File: config.mk
export PLATFORM = sky130hd
export DESIGN_NAME = chain_driver
export DESIGN_NICKNAME = d
export VERILOG_FILES = /design/src/rtl/chain_driver.sv
export SDC_FILE = /design/constraint.sdc
export NUM_CORES = 1
export LEC_CHECK = 0
export ABC_CLOCK_PERIOD_IN_PS = 1100
export BUFFER_PORTS_ARGS = -buffer_cell sky130_fd_sc_hd__buf_2
export CAP_MARGIN = 20
export CORE_AREA = 2 2 66 61
export CTS_BUF_LIST = sky130_fd_sc_hd__clkbuf_2
export DETAILED_ROUTE_END_ITERATION = 8
export DIE_AREA = 0 0 68 63
export PLACE_DENSITY = 0.64
export SETUP_SLACK_MARGIN = 0.2
export SLEW_MARGIN = 10
export SYNTH_ARGS = -nofsm -noshare
export SYNTH_HDL_FRONTEND = slang
export SYNTH_SLANG_ARGS = --single-unit
File: constraint.sdc
create_clock -name clk -period 1.1 [get_ports clk]
set_input_delay 0.055 -clock clk [delete_from_list [all_inputs] [get_ports clk]]
set_output_delay 0.055 -clock clk [all_outputs]
set_load 0.02 [all_outputs]
File: src/rtl/chain_driver.sv
// chain_driver: host-side serializer for a daisy chain of shift_register blocks.
// A parallel word is accepted on a valid/ready port and shifted out LSB first.
// An update pulse follows the shift. The bits returning from the chain tail are
// captured as readback of the previous chain contents. The chain-facing outputs
// are re-registered on the falling edge, so they only change while clk is low.

`ifndef DATA_LEN
`define DATA_LEN 8
`endif

module chain_driver #(
  parameter int CELL_LEN    = `DATA_LEN,
  parameter int NUM_DEVICES = 1
) (
  input  logic                            clk,
  input  logic                            reset,
  input  logic [CELL_LEN*NUM_DEVICES-1:0] wr_data,
  input  logic                            wr_valid,
  output logic                            wr_ready,
  output logic [CELL_LEN*NUM_DEVICES-1:0] rd_data,
  output logic                            rd_valid,
  output logic                            busy,
  output logic                            chain_data,
  output logic                            chain_enable,
  output logic                            chain_update,
  input  logic                            chain_return
);

  localparam int TOTAL = CELL_LEN * NUM_DEVICES;
  localparam int CW    = $clog2(TOTAL + 1);
  localparam logic [CW-1:0] LAST = CW'(TOTAL - 1);

  typedef enum logic [1:0] {
    S_IDLE   = 2'd0,
    S_SHIFT  = 2'd1,
    S_UPDATE = 2'd2
  } state_t;

  state_t           r_state;
  logic [CW-1:0]    r_cnt;
  logic [TOTAL-1:0] r_shift;
  logic [TOTAL-1:0] r_rd_sh;
  logic [TOTAL-1:0] r_rd_data;
  logic             r_rd_valid;
  logic             r_wr_ready;
  logic             r_busy;
  logic             r_chain_data;
  logic             r_chain_enable;
  logic             r_chain_update;
  logic [TOTAL-1:0] w_rd_next;

  // The returning bit enters at the top of the capture register, so the first bit
  // sampled ends up at bit 0 after TOTAL shifts.
  generate
    if (TOTAL > 1) begin : g_rd_wide
      assign w_rd_next = {chain_return, r_rd_sh[TOTAL-1:1]};
    end else begin : g_rd_single
      assign w_rd_next = chain_return;
    end
  endgenerate

  // Transfer FSM: accept, shift TOTAL bits while capturing the return, then update.
  always_ff @(posedge clk or posedge reset) begin
    if (reset) begin
      r_state    <= S_IDLE;
      r_cnt      <= '0;
      r_shift    <= '0;
      r_rd_sh    <= '0;
      r_rd_data  <= '0;
      r_rd_valid <= 1'b0;
      r_wr_ready <= 1'b1;
      r_busy     <= 1'b0;
    end else begin
      r_rd_valid <= 1'b0;
      case (r_state)
        S_IDLE: begin
          if (wr_valid && r_wr_ready) begin
            r_shift    <= wr_data;
            r_cnt      <= '0;
            r_state    <= S_SHIFT;
            r_wr_ready <= 1'b0;
            r_busy     <= 1'b1;
          end
        end
        S_SHIFT: begin
          // Each edge here is one chain shift edge; chain_return still holds
          // the pre-shift tail bit.
          r_rd_sh <= w_rd_next;
          r_shift <= r_shift >> 1;
          r_cnt   <= r_cnt + 1'b1;
          if (r_cnt == LAST) begin
            r_state <= S_UPDATE;
          end
        end
        S_UPDATE: begin
          r_state    <= S_IDLE;
          r_cnt      <= '0;
          r_rd_data  <= r_rd_sh;
          r_rd_valid <= 1'b1;
          r_wr_ready <= 1'b1;
          r_busy     <= 1'b0;
        end
        default: begin
          r_state    <= S_IDLE;
          r_wr_ready <= 1'b1;
          r_busy     <= 1'b0;
        end
      endcase
    end
  end

  // Falling-edge stage: chain pins change only while clk is low, so clk&enable stays glitch-free.
  always_ff @(negedge clk or posedge reset) begin
    if (reset) begin
      r_chain_data   <= 1'b0;
      r_chain_enable <= 1'b0;
      r_chain_update <= 1'b0;
    end else begin
      r_chain_enable <= (r_state == S_SHIFT);
      r_chain_update <= (r_state == S_UPDATE);
      r_chain_data   <= (r_state == S_SHIFT) ? r_shift[0] : 1'b0;
    end
  end

  assign wr_ready     = r_wr_ready;
  assign busy         = r_busy;
  assign rd_data      = r_rd_data;
  assign rd_valid     = r_rd_valid;
  assign chain_data   = r_chain_data;
  assign chain_enable = r_chain_enable;
  assign chain_update = r_chain_update;

endmodule

After elaboration in Yosys (flattened, before gate mapping)
Index checks and enable logic that the tools add are counted.
W data, S select, Z words.
- multiplexer cells: 13
- $add $sub $neg: 1
- bitwise logic cells: 1
- equality and inequality tests: 5
- reduce and logical (&&, ||, !) cells: 8
- operators by type and width (kind ; number):
    $pmux W8 S2 ; 1
    $pmux W4 S3 ; 1
    $mux W8 ; 1
    $reduce_and A2 Y1 ; 4
    $add A4 B1 Y4 const B ; 1
    $eq A4 B3 Y1 const B ; 1
    $mux W1 ; 4
    $mux W2 ; 2
    $mux W4 ; 1
    $ne A2 B2 Y1 const B ; 2
    $pmux W1 S2 ; 2
    $pmux W2 S2 ; 1
    $reduce_bool A3 Y1 ; 1
    $eq A2 B1 Y1 const B ; 1
    $eq A2 B2 Y1 const B ; 1
    $logic_not A2 Y1 ; 1
    $reduce_bool A2 Y1 ; 1
    $logic_and A1 B1 Y1 ; 1
    $not A1 Y1 ; 1
- word-level logic and storage cells: 39
- input bits: 12
- register bits: 36

Depth between registers and ports, before layout
- depth in word-level cells: 3
- depth in mapped cells: 6
- gate-level depth less buffers: 4

==> impl.org <==
** Setup path
- Crit start category :: flop
- The critical path in this run is classified as reg -> out.
- Crit path buffers/inverters :: 1
- Crit path DAT :: 1.47 ns
- The largest single stage delay on the critical path is 0.45 ns.
- Cell family with most CP delay :: flip-flops
- STA classifies the critical path endpoint as an output port.
- Slowest-stage cell, CP :: dfrtn_1
- Ordered cell list for the critical path :: buf_6
- Req. time, crit path :: 1.04 ns
- Worst Path Max Fanout :: 1

** Synth
- Top FF cell, synth :: dfrtp_1
- The synthesized netlist devotes 0.800% of its cell area to adder and majority cells.
- After synthesis, the mean cell area works out to 11.3 um2.
- Distinct cells, synth :: 31
- In this run the biggest area consumer among cell types represents 51.2% of the synthesized area.
- Of the total synthesized cell area, the portion taken by AND, OR, NAND and NOR gates is 15.7%.
- Counting every net in the synthesized netlist gives 151.
- In this run, synthesis inferred 0 flip-flops with an integrated enable.
- Proportion of synthesized flip-flops having asynchronous set or reset :: 100%
- Share of the synthesized area in compound gates (AO/OA/AOI/OAI) :: 10.7%
- Cell taking the most area after synthesis :: dfrtp_1
- Measured against the total synthesized area, the mux share comes to 8.40%.
- In this run, synthesis produced a sequential element count of 36.
- Most instantiated cells after synthesis :: nand2_1, dfrtp_1, a21oi_1
- After synthesis, flip-flops and latches occupy 57.7% of the total area.
- Count leader, synth :: nand2_1
- Counting every instance in the synthesized netlist gives 138.
- Netlist Area Pre-Place :: 1560 um2
- After synthesis, the largest family of logic cells by area is simple AND/OR/NAND/NOR gates.
- The Yosys step of the flow raised 0 warnings.
- The synthesized netlist devotes 0.560% of its cell area to XOR and XNOR gates.
- Yosys attributes the largest share of cell area to dfrtp_1, nand2_1, mux2_4.

** Layout
- The number of antenna diodes in the final layout is 0.
- The final layout contains 228 nets.
- Final cell count without fillers :: 262
- Fill cell total of the finished layout :: 273
- The area growth from synthesis to layout is 56.8%.
- Utilization after layout :: 67.6%
- Share of layout cells above drive strength 1 :: 51.9%

** CTS
- H-Tree Level Count :: 2
- Cell at the root of the clock tree :: clkbuf_2
- TritonCTS built the clock tree.
- After clock tree synthesis, the clock-pin slew on the worst setup and hold paths is 0.18 ns.
- Skew-Pair Late Insertion Delay :: 0.39 ns
- Maximum clock insertion buffer count :: 2
- Clk sinks :: 36
- Buffers inserted during clock tree synthesis total 5.

** Drt
- Summed over all layers, the routed wires come to 3.56 mm.
- DRC violation count after routing :: 0
- DR vias :: 1,269
- The count of nets left with antenna violations once routing finished came out at 0.
- Initial DRC Count :: 55
- Average routed wire per standard cell :: 13.6 um
- Before antenna repair, the detailed router went through 4 iterations.
- Routed via count divided by cell count :: 4.84

** Placed design
- During placement, the flow inserted port buffers numbering 25.
- At the end of routability-driven placement, the weighted congestion stood at 0.759.
- Detailed placer's ending HPWL :: 2.10 mm
- Number of placed instances with taps included :: 217

** Power and ir drop
- Power, Total :: 6590 uW
- Worst vdd ir :: 1.28 mV
- Power spread over the standard cell area amounts to 2690 nW/um2.
- Static leakage :: 0.00126 uW

** STA
- Final Setup Violations :: 39
- The total count of hold-check failures in the final report was 0.
- Max_slew headroom :: 84.2%
- Across all setup checks in the final design, the least slack found is -0.422 ns.
- Worst hold margin :: 0.0320 ns
- Pin slew with the least headroom to its limit :: 0.233 ns
- Final max-slew violation count :: 0
- Setup repair after global routing could not meet its margin everywhere.
- After routing, the total negative slack on setup checks comes to -7.82 ns.
- On the final layout, the worst clock skew is 0.0501 ns.

** Status
- The flow ran to the end, but the final reports show violations.
- The checks that failed: setup timing.

** Die
- Measured along the y axis, the die boundary spans 63 um.
- Rows :: 21
- The floorplan step defined a core boundary enclosing 3630 um2.
- The initial utilization of the core area, before any placement, comes to 43.1%.
- From left edge to right edge, the die measures 68 um.
- Area of the die :: 4280 um2
- During I/O placement, the number of pins put on the boundary was 26.

** Global route
- Wire length of the first global-routing pass :: 5.73 mm
- GRT Residual Overflow :: 0
- The number of global-route vias before repair was 1,239.
- For this run, global-route usage on met1 was measured as 21.6%.
- The number of antenna violations at the first check in global routing came to 0.
- Global routing used 17.9% of the available tracks.
- Met2 Track Usage GR :: 30.2%
- Entering global routing, the biggest net connects 16 pins.
- Met3 capacity usage during global routing :: 4.32%
- met2 is the most crowded layer.

** Job
- Count of maximum capacitance violations :: 0

** Min path
- Class of the tightest hold or removal check :: in -> reg
==> worst reg2reg max path, delay by kind of cell (launching register included) <==
family / cells / cell delay (ns)
buf+inv: 1 / 0.05
simple gates: 2 / 0.29
flops: 1 / 0.43
==> registers in the layout (all words and copies together), names as in the netlist, 2 cells and up <==
name	cells
r_cnt	4
r_shift	8
r_rd_sh	8
rd_data	8
r_state	2
==> worst paths after layout <==
check,startpoint,to,slack [ns],cells past startpoint
min reg2reg,r_rd_sh[4]$_DFFE_PP0N_,r_rd_sh[3]$_DFFE_PP0N_,0.52,2
min in group asynchronous,reset,rd_data[1]$_DFFE_PP0P_,0.07,3
max reg2reg,r_state[1]$_DFFE_PP0P_,chain_data$_DFF_NP0_,-0.38,3
min,wr_valid,r_state[0]$_DFFE_PP0P_,0.03,3
max,chain_update$_DFF_NP0_,chain_update,-0.42,1
max in group asynchronous,reset,chain_enable$_DFF_NP0_,0.35,3
==> power breakdown <==
group	switching, uW	internal [uW]
Sequential	435	1910
Clock	447	159
Combinational	1540	2100
Total	2420	4170
==> cells in the final DEF (no fill, tap or decap), types with 2 or more instances in the layout <==
cell,instances
dfrtp_1,31
nand2_1,28
buf_6,28
buf_4,22
buf_2,11
dlygate4sd3_1,10
a21oi_1,8
mux2_4,8
nor2_1,7
a21oi_2,6
clkbuf_2,6
nand2_2,4
dfrtn_1,3
nand2b_4,2
nand3b_4,2
inv_1,2
nand2b_1,2
a21oi_4,2
o21ai_2,2
clkinvlp_4,2
a22o_1,2
o211ai_1,2
nand2_4,2
buf_8,2
buf_12,2
==> stage by stage <==
step	area [um2]	setup slack (ns)
CTS	2270	-0.462
global placement	1820	-0.255
detailed placement	1820	-0.288
global route	2450	-0.478
floorplan	1600	-0.460
finish	2450	-0.422
==> metal layers <==
layer,wire length (um),vias up
li1,-,616
met3,121,5
met5,0,-
met4,48,0
met1,1560,615
met2,1830,33
==> cell type report <==
type / instances / area, um2 / share of cell area, %
inverter: 5 / 27.5 / 1.12
clock inverter: 2 / 11.3 / 0.459
clock buffer: 6 / 30.0 / 1.22
sequential: 36 / 903 / 36.8
timing repair buffer: 76 / 733 / 29.9
multi-input combinational: 91 / 689 / 28.1
tap: 46 / 57.6 / 2.35
==> cell families after synthesis <==
logic type | after synthesis
compound gates | 27
xor+xnor | 1
buf+inv | 12
simple gates | 52
flops | 36
mux | 9
fa+ha+maj | 1
==> repair_timing <==
item                                   CTS  global route
setup endpoints to repair               49            51
gates resized for setup                 52            22
buffers inserted                        13            12
pin swaps                                4            19
hold buffers                            10             0
endpoints found under the hold margin   41             0
gates cloned                             2             0
Note: power is estimated with default switching activity, not from simulation.
